File: config.mk
export PLATFORM = sky130hd
export DESIGN_NAME = pc_unit
export DESIGN_NICKNAME = d
export VERILOG_FILES = /design/src/rtl/pc_unit.sv
export SDC_FILE = /design/constraint.sdc
export NUM_CORES = 1
export LEC_CHECK = 0
export CORE_MARGIN = 10
export CORE_UTILIZATION = 25
export DETAILED_ROUTE_END_ITERATION = 10
export GPL_TIMING_DRIVEN = 1
export PLACE_DENSITY = 0.4
export SYNTH_ARGS = -nofsm -noshare
export SYNTH_HDL_FRONTEND = slang
export SYNTH_SLANG_ARGS = --single-unit
export TNS_END_PERCENT = 50
File: constraint.sdc
create_clock -name CLK -period 3.71 [get_ports CLK]
set_input_delay 0.371 -clock CLK [delete_from_list [all_inputs] [get_ports CLK]]
set_output_delay 0.371 -clock CLK [all_outputs]
set_load 0.03 [all_outputs]
File: src/rtl/pc_unit.sv
// rtl/pc_unit.sv - program counter with stalled-redirect hold and return-address stack
module pc_unit #(
    parameter int WIDTH     = 32,
    parameter int PC_INIT   = 0,
    parameter int RAS_DEPTH = 4
) (
    input  logic                           CLK,
    input  logic                           RST,
    input  logic                           ihit,
    input  logic [2:0]                     pc_select,
    input  logic [WIDTH-1:0]               jump_data,
    output logic [WIDTH-1:0]               imemaddr,
    output logic [WIDTH-1:0]               rtn_addr,
    output logic                           halted,
    output logic                           redirect_pending,
    output logic [$clog2(RAS_DEPTH+1)-1:0] ras_count,
    output logic                           ras_underflow
);

    localparam int CW = $clog2(RAS_DEPTH + 1);
    localparam int PW = $clog2(RAS_DEPTH);

    localparam logic [2:0] SEL_NEXT     = 3'd0;
    localparam logic [2:0] SEL_JUMP     = 3'd1;
    localparam logic [2:0] SEL_JUMPLINK = 3'd2;
    localparam logic [2:0] SEL_JUMPREG  = 3'd3;
    localparam logic [2:0] SEL_BRANCH   = 3'd4;
    localparam logic [2:0] SEL_RETURN   = 3'd5;
    localparam logic [2:0] SEL_HALT     = 3'd6;
    localparam logic [2:0] SEL_RSVD     = 3'd7;

    localparam logic [CW-1:0]    RAS_FULL = CW'(RAS_DEPTH);
    localparam logic [PW-1:0]    PTR_LAST = PW'(RAS_DEPTH - 1);
    localparam logic [WIDTH-1:0] PC_RST   = WIDTH'(PC_INIT);
    localparam logic [WIDTH-1:0] FOUR     = WIDTH'(4);

    logic [WIDTH-1:0] pc;
    logic [2:0]       pend_sel;
    logic [WIDTH-1:0] pend_data;
    logic [WIDTH-1:0] ras_mem [RAS_DEPTH];
    logic [PW-1:0]    ras_ptr;      // slot the next push writes

    logic [2:0]       eff_sel;
    logic [WIDTH-1:0] eff_data;
    logic [WIDTH-1:0] next_pc;
    logic [WIDTH-1:0] br_offset;
    logic [PW-1:0]    ptr_inc;
    logic [PW-1:0]    ptr_dec;
    logic             apply;
    logic             do_push;
    logic             do_pop;
    logic             live_redirect;

    assign imemaddr = pc;
    assign rtn_addr = pc + FOUR;

    assign apply         = ihit && !halted;
    assign eff_sel       = redirect_pending ? pend_sel  : pc_select;
    assign eff_data      = redirect_pending ? pend_data : jump_data;
    assign do_push       = apply && (eff_sel == SEL_JUMPLINK);
    assign do_pop        = apply && (eff_sel == SEL_RETURN) && (ras_count != '0);
    assign live_redirect = (pc_select != SEL_NEXT) && (pc_select != SEL_RSVD);

    assign br_offset = {{(WIDTH-18){eff_data[15]}}, eff_data[15:0], 2'b00};
    assign ptr_inc   = (ras_ptr == PTR_LAST) ? '0 : ras_ptr + 1'b1;
    assign ptr_dec   = (ras_ptr == '0) ? PTR_LAST : ras_ptr - 1'b1;

    // Next-PC selection for the effective request
    always_comb begin
        next_pc = pc + FOUR;
        case (eff_sel)
            SEL_JUMP, SEL_JUMPLINK: next_pc = {pc[WIDTH-1:28], eff_data[25:0], 2'b00};
            SEL_JUMPREG:            next_pc = eff_data;
            SEL_BRANCH:             next_pc = pc + FOUR + br_offset;
            SEL_RETURN:             next_pc = (ras_count != '0) ? ras_mem[ptr_dec] : eff_data;
            SEL_HALT:               next_pc = pc;
            default:                next_pc = pc + FOUR;
        endcase
    end

    // PC, halt flag, stalled-redirect capture and RAS bookkeeping
    always_ff @(posedge CLK) begin
        if (RST) begin
            pc               <= PC_RST;
            halted           <= 1'b0;
            redirect_pending <= 1'b0;
            pend_sel         <= SEL_NEXT;
            pend_data        <= '0;
            ras_count        <= '0;
            ras_ptr          <= '0;
            ras_underflow    <= 1'b0;
        end else begin
            ras_underflow <= 1'b0;
            if (apply) begin
                pc               <= next_pc;
                redirect_pending <= 1'b0;
                if (eff_sel == SEL_HALT) begin
                    halted <= 1'b1;
                end
                if (do_push) begin
                    ras_ptr <= ptr_inc;
                    if (ras_count != RAS_FULL) begin
                        ras_count <= ras_count + 1'b1;
                    end
                end else if (do_pop) begin
                    ras_ptr   <= ptr_dec;
                    ras_count <= ras_count - 1'b1;
                end else if (eff_sel == SEL_RETURN) begin
                    ras_underflow <= 1'b1;
                end
            end else if (!halted && live_redirect) begin
                // latest non-sequential request during a stall wins
                pend_sel         <= pc_select;
                pend_data        <= jump_data;
                redirect_pending <= 1'b1;
            end
        end
    end

    // RAS storage; a full stack overwrites its oldest slot as the pointer wraps
    always_ff @(posedge CLK) begin
        if (!RST && do_push) begin
            ras_mem[ras_ptr] <= rtn_addr;
        end
    end

endmodule

[Yosys cells after proc, flatten, opt, wreduce, memory -nomap -nowiden]
Memories as Yosys holds them, arrays and structs flattened.
Cells that the tools add are included.
Word-level totals
  memories kept: 1
  memory bits (writable): 128
  flip-flop bits (word level): 75
  latch bits: 0
  bits in read-only memories: 0
Memory list
  ras_mem: words 4, width 32, rd ports 1, clocked after memory_dff 0, write ports 1, RTL line 40  | logic [WIDTH-1:0] ras_mem [RAS_DEPTH];
Cells by class
  bitwise gates (word level): 3
  reductions and logical operators: 22
  equality and inequality tests: 10
  divide/modulo/power cells: 0
  add/subtract/negate cells: 6
  shift operators: 0
  $mul: 0
  muxes and demuxes: 14
  $lt $le $gt $ge: 0
Operator list (count)
  $pmux 32 s5: 1
  $mux 32: 2
  $add 32x3->32 const B: 1
  $add 32x32->32: 1
  $mux 3: 4
  $eq 3x3->1 const B: 3
  $mux 2: 4
  $reduce_and 2->1: 4
  $logic_and 1x1->1: 7
  $eq 3x2->1 const B: 2
  $ne 3x3->1 const B: 2
  $reduce_and 3->1: 2
  $reduce_bool 3->1: 2
  $reduce_or 2->1: 2
  $reduce_or 4->1: 1
  $add 3x1->3 const B: 1
  $eq 3x1->1 const B: 1
  $mux 1: 3
  $not 1->1: 3
  $sub 3x1->3 const B: 1
  $add 2x1->2 const B: 1
  $eq 2x2->1 const B: 1
  $logic_not 1->1: 2
  $logic_not 2->1: 1
  3 further kinds: 3

[Longest topological paths before layout]
  depth after elaboration: 6
  gate-level depth with buffers: 16
  gate-level depth less buffers: 16

[Worst setup path after synthesis]
Ideal clock, no wire load.
  path kind: reg-to-reg
  start: register pc[11] (netlist: imemaddr[11])
  end: register pc[31] (netlist: imemaddr[31])
  data arrival time: 4404 ps
  library setup time: 130 ps
  slack: -824 ps
  period minus slack after synthesis: 4534 ps
  cell stages (with the launch flop): 16
  path buffers: 1
  path through: dfxtp_1 -> buf_2 -> and4_1 -> nand4_2 -> nor4_2 -> nand3_1 -> xnor2_1 -> ha_1 -> and3_1 -> and3_1 -> nand3_2 -> o22ai_2 -> o41a_1 -> a221oi_2 -> xnor2_1 -> o22ai_1
Between the ends
  word-level cells in the longest chain between the ends: 3
Ends and longest elaborated chain
  start, declared: RTL line 37  | logic [WIDTH-1:0] pc;
  start signal, assigned: RTL line 95  | pc <= next_pc;
  $add 32x3->32
  via rtn_addr[23]: RTL line 13  | output logic [WIDTH-1:0] rtn_addr,
  $add 32x32->32: RTL line 74  | SEL_BRANCH: next_pc = pc + FOUR + br_offset;
  $pmux 32 s5: RTL line 71  | case (eff_sel)
The timed path passes the listed nets, and every way through them passes these cells.
A chain may end at the register's enable or synchronous reset.

[Worst setup path after layout]
  start: register pc[10] (netlist: imemaddr[10])
  end: output rtn_addr[25]
Between the ends
  word-level cells in the longest chain between the ends: 1
Ends and longest elaborated chain
  $add 32x3->32: RTL line 55  | assign rtn_addr = pc + FOUR;
  end, declared: RTL line 13
Every way passes these cells.

==> results.cfg <==
[status]
run_status = completed

[power]
p_sw_share_pct = 32.41
power.share.clock_pct = 33.8
vdd_ir_drop_max_mv = 0.3079
power.static_leakage_nw = 5.730
internal_power_consumption_w = 0.004764
cellPowerDensity_nw_per_um2 = 454.9
netSwitchingPower_w = 0.002285
pwr-share-comb_pct = 29.6
share_seq_of_total_power_pct = 36.6

[clocking]
clkSlewWorstSetupHoldPaths_ns = 0.06
worstSkewPairLatency_ns = 0.55
number_of_buffers_between_clock_root_and_the_deepest_sink = 3
cts.htree.levels = 1
cts.sinks = 203
cts-buffers-inserted = 25
cts_tree = done
clk_root_buffer_cell = sky130_fd_sc_hd__clkbuf_16

[floorplan]
die-height_um = 232.4
core_box_area_um2 = 44410
row_count = 77
floorplan.initialDensity_pct = 25.40
floorplan.io_pins = 108
die-width_um = 232.4
design.die.area_um2 = 54030

[finish]
finish.utilization_pct = 34.88
area_delta_synth_final_pct = 37.33
drive_above_1_share_pct = 27.02
fillerInstances = 4440
final_net_count = 1371
num_antenna_cells = 0
finalNonFillerCells = 1906
design_area_um2 = 15490

[global_routing]
grt_pass1_vias = 9455
grt_util_all_layers_pct = 15.83
first_pass_grt_wire_length_mm = 64.89
grt_start_max_net_pins = 47
antenna_found_initial = 0
globalRouteOverflowTotal = 0

[timing]
tns_ns = 0
max_slew_margin_pct = 43.17
finalCriticalPeriod_ns = 3.571
final.period_utilization_pct = 96.26
worst-slew-pin-transition_ns = 0.8525
setup_viol_count_final = 0
fmax_ghz = 0.2800
final_hold_viol_count = 0
drv_slew = 0
final.setup_skew_ns = 0.01861

[synth]
number_of_enable_flip_flop_cells_after_synthesis = 128
postSynth.topFlopCell = sky130_fd_sc_hd__edfxtp_1
post_synth_top_area_cell = sky130_fd_sc_hd__edfxtp_1
most_common_cell_in_the_synthesized_netlist = sky130_fd_sc_hd__nand2_1
post_synth_num_cell_types = 76
syn_avg_cell_area_um2 = 10.54
total_of_warnings_raised_by_yosys = 0
post_synth_net_total = 1146
synthArstFlopShare_pct = 0
post_synthesis_instance_area_um2 = 11280
synth_largest_type_area_fraction_pct = 34.07
yosys_register_bits = 203
synth.area.top_cells = sky130_fd_sc_hd__edfxtp_1 34%, sky130_fd_sc_hd__dfxtp_1 13%, sky130_fd_sc_hd__mux4_2 6.4%
synth.top_cells.by_count = 135 x sky130_fd_sc_hd__nand2_1, 128 x sky130_fd_sc_hd__edfxtp_1, 102 x sky130_fd_sc_hd__a21oi_1, 79 x sky130_fd_sc_hd__nor2_1, 75 x sky130_fd_sc_hd__dfxtp_1
post_synth_inst_count = 1070
yosysSeqAreaShare_pct = 47.38

[place]
port_buffers = 107
place.detailed.hpwl_mm = 33.00
finalWeightedCongestion = 0.8695
post_dp_cell_area_um2 = 14320
placed_cells = 1852

[critical_path]
timing.critical_path.to_type = primary output
critical_path.startpoint_type = flip-flop
timing.critical_path.cells = and4_4, nand4_4, nor4_4, buf_4, nand3_1, xnor2_1, buf_4, clkdlybuf4s50_1
cp_data_arrival_time_ns = 3.20
timing.reg2reg.setup_slack_ns = 0.14
crit_path_max_delay_family = buffers and inverters
worst-endpoint-required_ns = 3.34
worst-path-max-fanout = 8
cpPeakStageDelay_ns = 0.68
critical-path-top-cell-by-count = sky130_fd_sc_hd__buf_4
cp_slowest_cell = sky130_fd_sc_hd__clkdlybuf4s50_1
number_of_buffers_and_inverters_on_the_critical_path = 3
setup.worst_path.class = flip-flop to primary output

[flow_run]
drv_cap = 0

[min_path]
min_path_type = input pin to flip-flop

[drt]
drt_iter0_drcs = 724
final_routed_drc_violation_total = 0
wire_per_inst_um = 22.93
drt-vias-per-instance = 4.971
totalWireLength_mm = 43.70
vias = 9475
detail_route.first_pass.iterations = 7
ant_nets = 0
-- layer usage --
layer | global-route usage, % | up-vias | part of all wire (%)
met4 | 3.472 | 0 | 1.5
li1 | - | 4497 | -
met3 | 2.446 | 40 | 5.0
met1 | 22.39 | 4698 | 48
met2 | 24.93 | 240 | 46
met5 | 0 | - | 0
-- cell type report --
class	instances	area, µm²	area share [%]
multi-input combinational	790	6267	40.45
inverter	20	75.07	0.4845
tap	592	740.7	4.781
timing repair buffer	255	2228	14.38
clock inverter	11	92.59	0.5976
sequential	203	5386	34.77
clock buffer	35	703.2	4.538
-- tightest hold or removal path, stage by stage --
cell,delay [ns]
sky130_fd_sc_hd__clkdlybuf4s50_1,0.41
sky130_fd_sc_hd__nand2_1,0.06
sky130_fd_sc_hd__a21oi_1,0.05
-- logic make-up after synthesis --
group / after synthesis / share of synthesized area (%)
compound gates: 293 / 16.57
xor+xnor: 64 / 5.035
fa+ha+maj: 38 / 4.347
buf+inv: 77 / 2.795
flops: 203 / 47.38
mux: 76 / 10.55
simple gates: 319 / 13.33
-- metrics by stage --
step                      setup slack [ns]  hold slack [ns]  power [W]
after floorplan                   -0.01757           0.4329   0.003770
after global placement             -0.1564           0.4378   0.004650
after detailed placement           -0.1889           0.4466   0.004643
after CTS                         -0.01797           0.3779   0.007069
after global routing              -0.01248           0.4078   0.007392
final                               0.1389           0.4038   0.007049
-- repair_timing --
action                                  in CTS  in global routing
hold buffers                                 0                  0
setup buffers                                2                  6
pin swaps                                    1                 24
endpoints found under the setup margin      12                 16
resized for setup                           11                 56
-- power groups by stage --
stage	Combinational [W]	Clock [W]	Sequential [W]
2_1_floorplan	0.00105	0	0.00272
3_3_place_gp	0.00203	0	0.00262
3_5_place_dp	0.00202	0	0.00263
4_1_cts	0.00202	0.00247	0.00258
5_1_grt	0.00225	0.00255	0.00259
6_report	0.00208	0.00238	0.00258
-- final timing paths --
path	start	endpoint	depth (start not counted)
min reg2reg	pend_data[8]$_SDFFE_PP0P_	pend_data[8]$_SDFFE_PP0P_	2
min	jump_data[15]	pend_data[15]$_SDFFE_PP0P_	3
max reg2reg	imemaddr[3]$_SDFFE_PP0P_	imemaddr[27]$_SDFFE_PP0P_	17
max	imemaddr[10]$_SDFFE_PP0P_	rtn_addr[25]	8
-- placed cells by master (no fill, tap or decap), types with 6 or more instances in the layout --
cell type	instances
sky130_fd_sc_hd__nand2_1	133
sky130_fd_sc_hd__a21o_1	17
sky130_fd_sc_hd__o211ai_1	14
sky130_fd_sc_hd__mux4_2	32
sky130_fd_sc_hd__clkdlybuf4s50_1	101
sky130_fd_sc_hd__a31oi_1	13
sky130_fd_sc_hd__nand2b_1	6
sky130_fd_sc_hd__nor3_1	14
sky130_fd_sc_hd__o221ai_1	7
sky130_fd_sc_hd__mux2_2	17
sky130_fd_sc_hd__nor2_1	75
sky130_fd_sc_hd__edfxtp_1	128
sky130_fd_sc_hd__buf_4	142
sky130_fd_sc_hd__o22ai_1	17
sky130_fd_sc_hd__ha_1	26
sky130_fd_sc_hd__a211oi_1	6
sky130_fd_sc_hd__clkbuf_16	25
sky130_fd_sc_hd__dfxtp_2	9
sky130_fd_sc_hd__a21oi_1	99
sky130_fd_sc_hd__ha_4	8
sky130_fd_sc_hd__xnor2_4	6
sky130_fd_sc_hd__inv_1	20
sky130_fd_sc_hd__dfxtp_4	8
sky130_fd_sc_hd__a221oi_1	7
sky130_fd_sc_hd__nand3_2	7
sky130_fd_sc_hd__o21ai_0	52
sky130_fd_sc_hd__nand3_1	15
sky130_fd_sc_hd__xnor2_1	22
sky130_fd_sc_hd__xor2_1	21
sky130_fd_sc_hd__clkbuf_1	6
sky130_fd_sc_hd__mux2i_1	22
sky130_fd_sc_hd__a22oi_1	7
sky130_fd_sc_hd__dfxtp_1	58
-- sequential cells by signal, summed over array words and instances, names as in the netlist --
signal and cells:
halted 1, imemaddr 32, pend_data 32, pend_sel 3, ras_count 3, ras_mem 128, ras_ptr 2, ras_underflow 1
redirect_pending 1
Note: power is estimated with default switching activity, not from simulation.
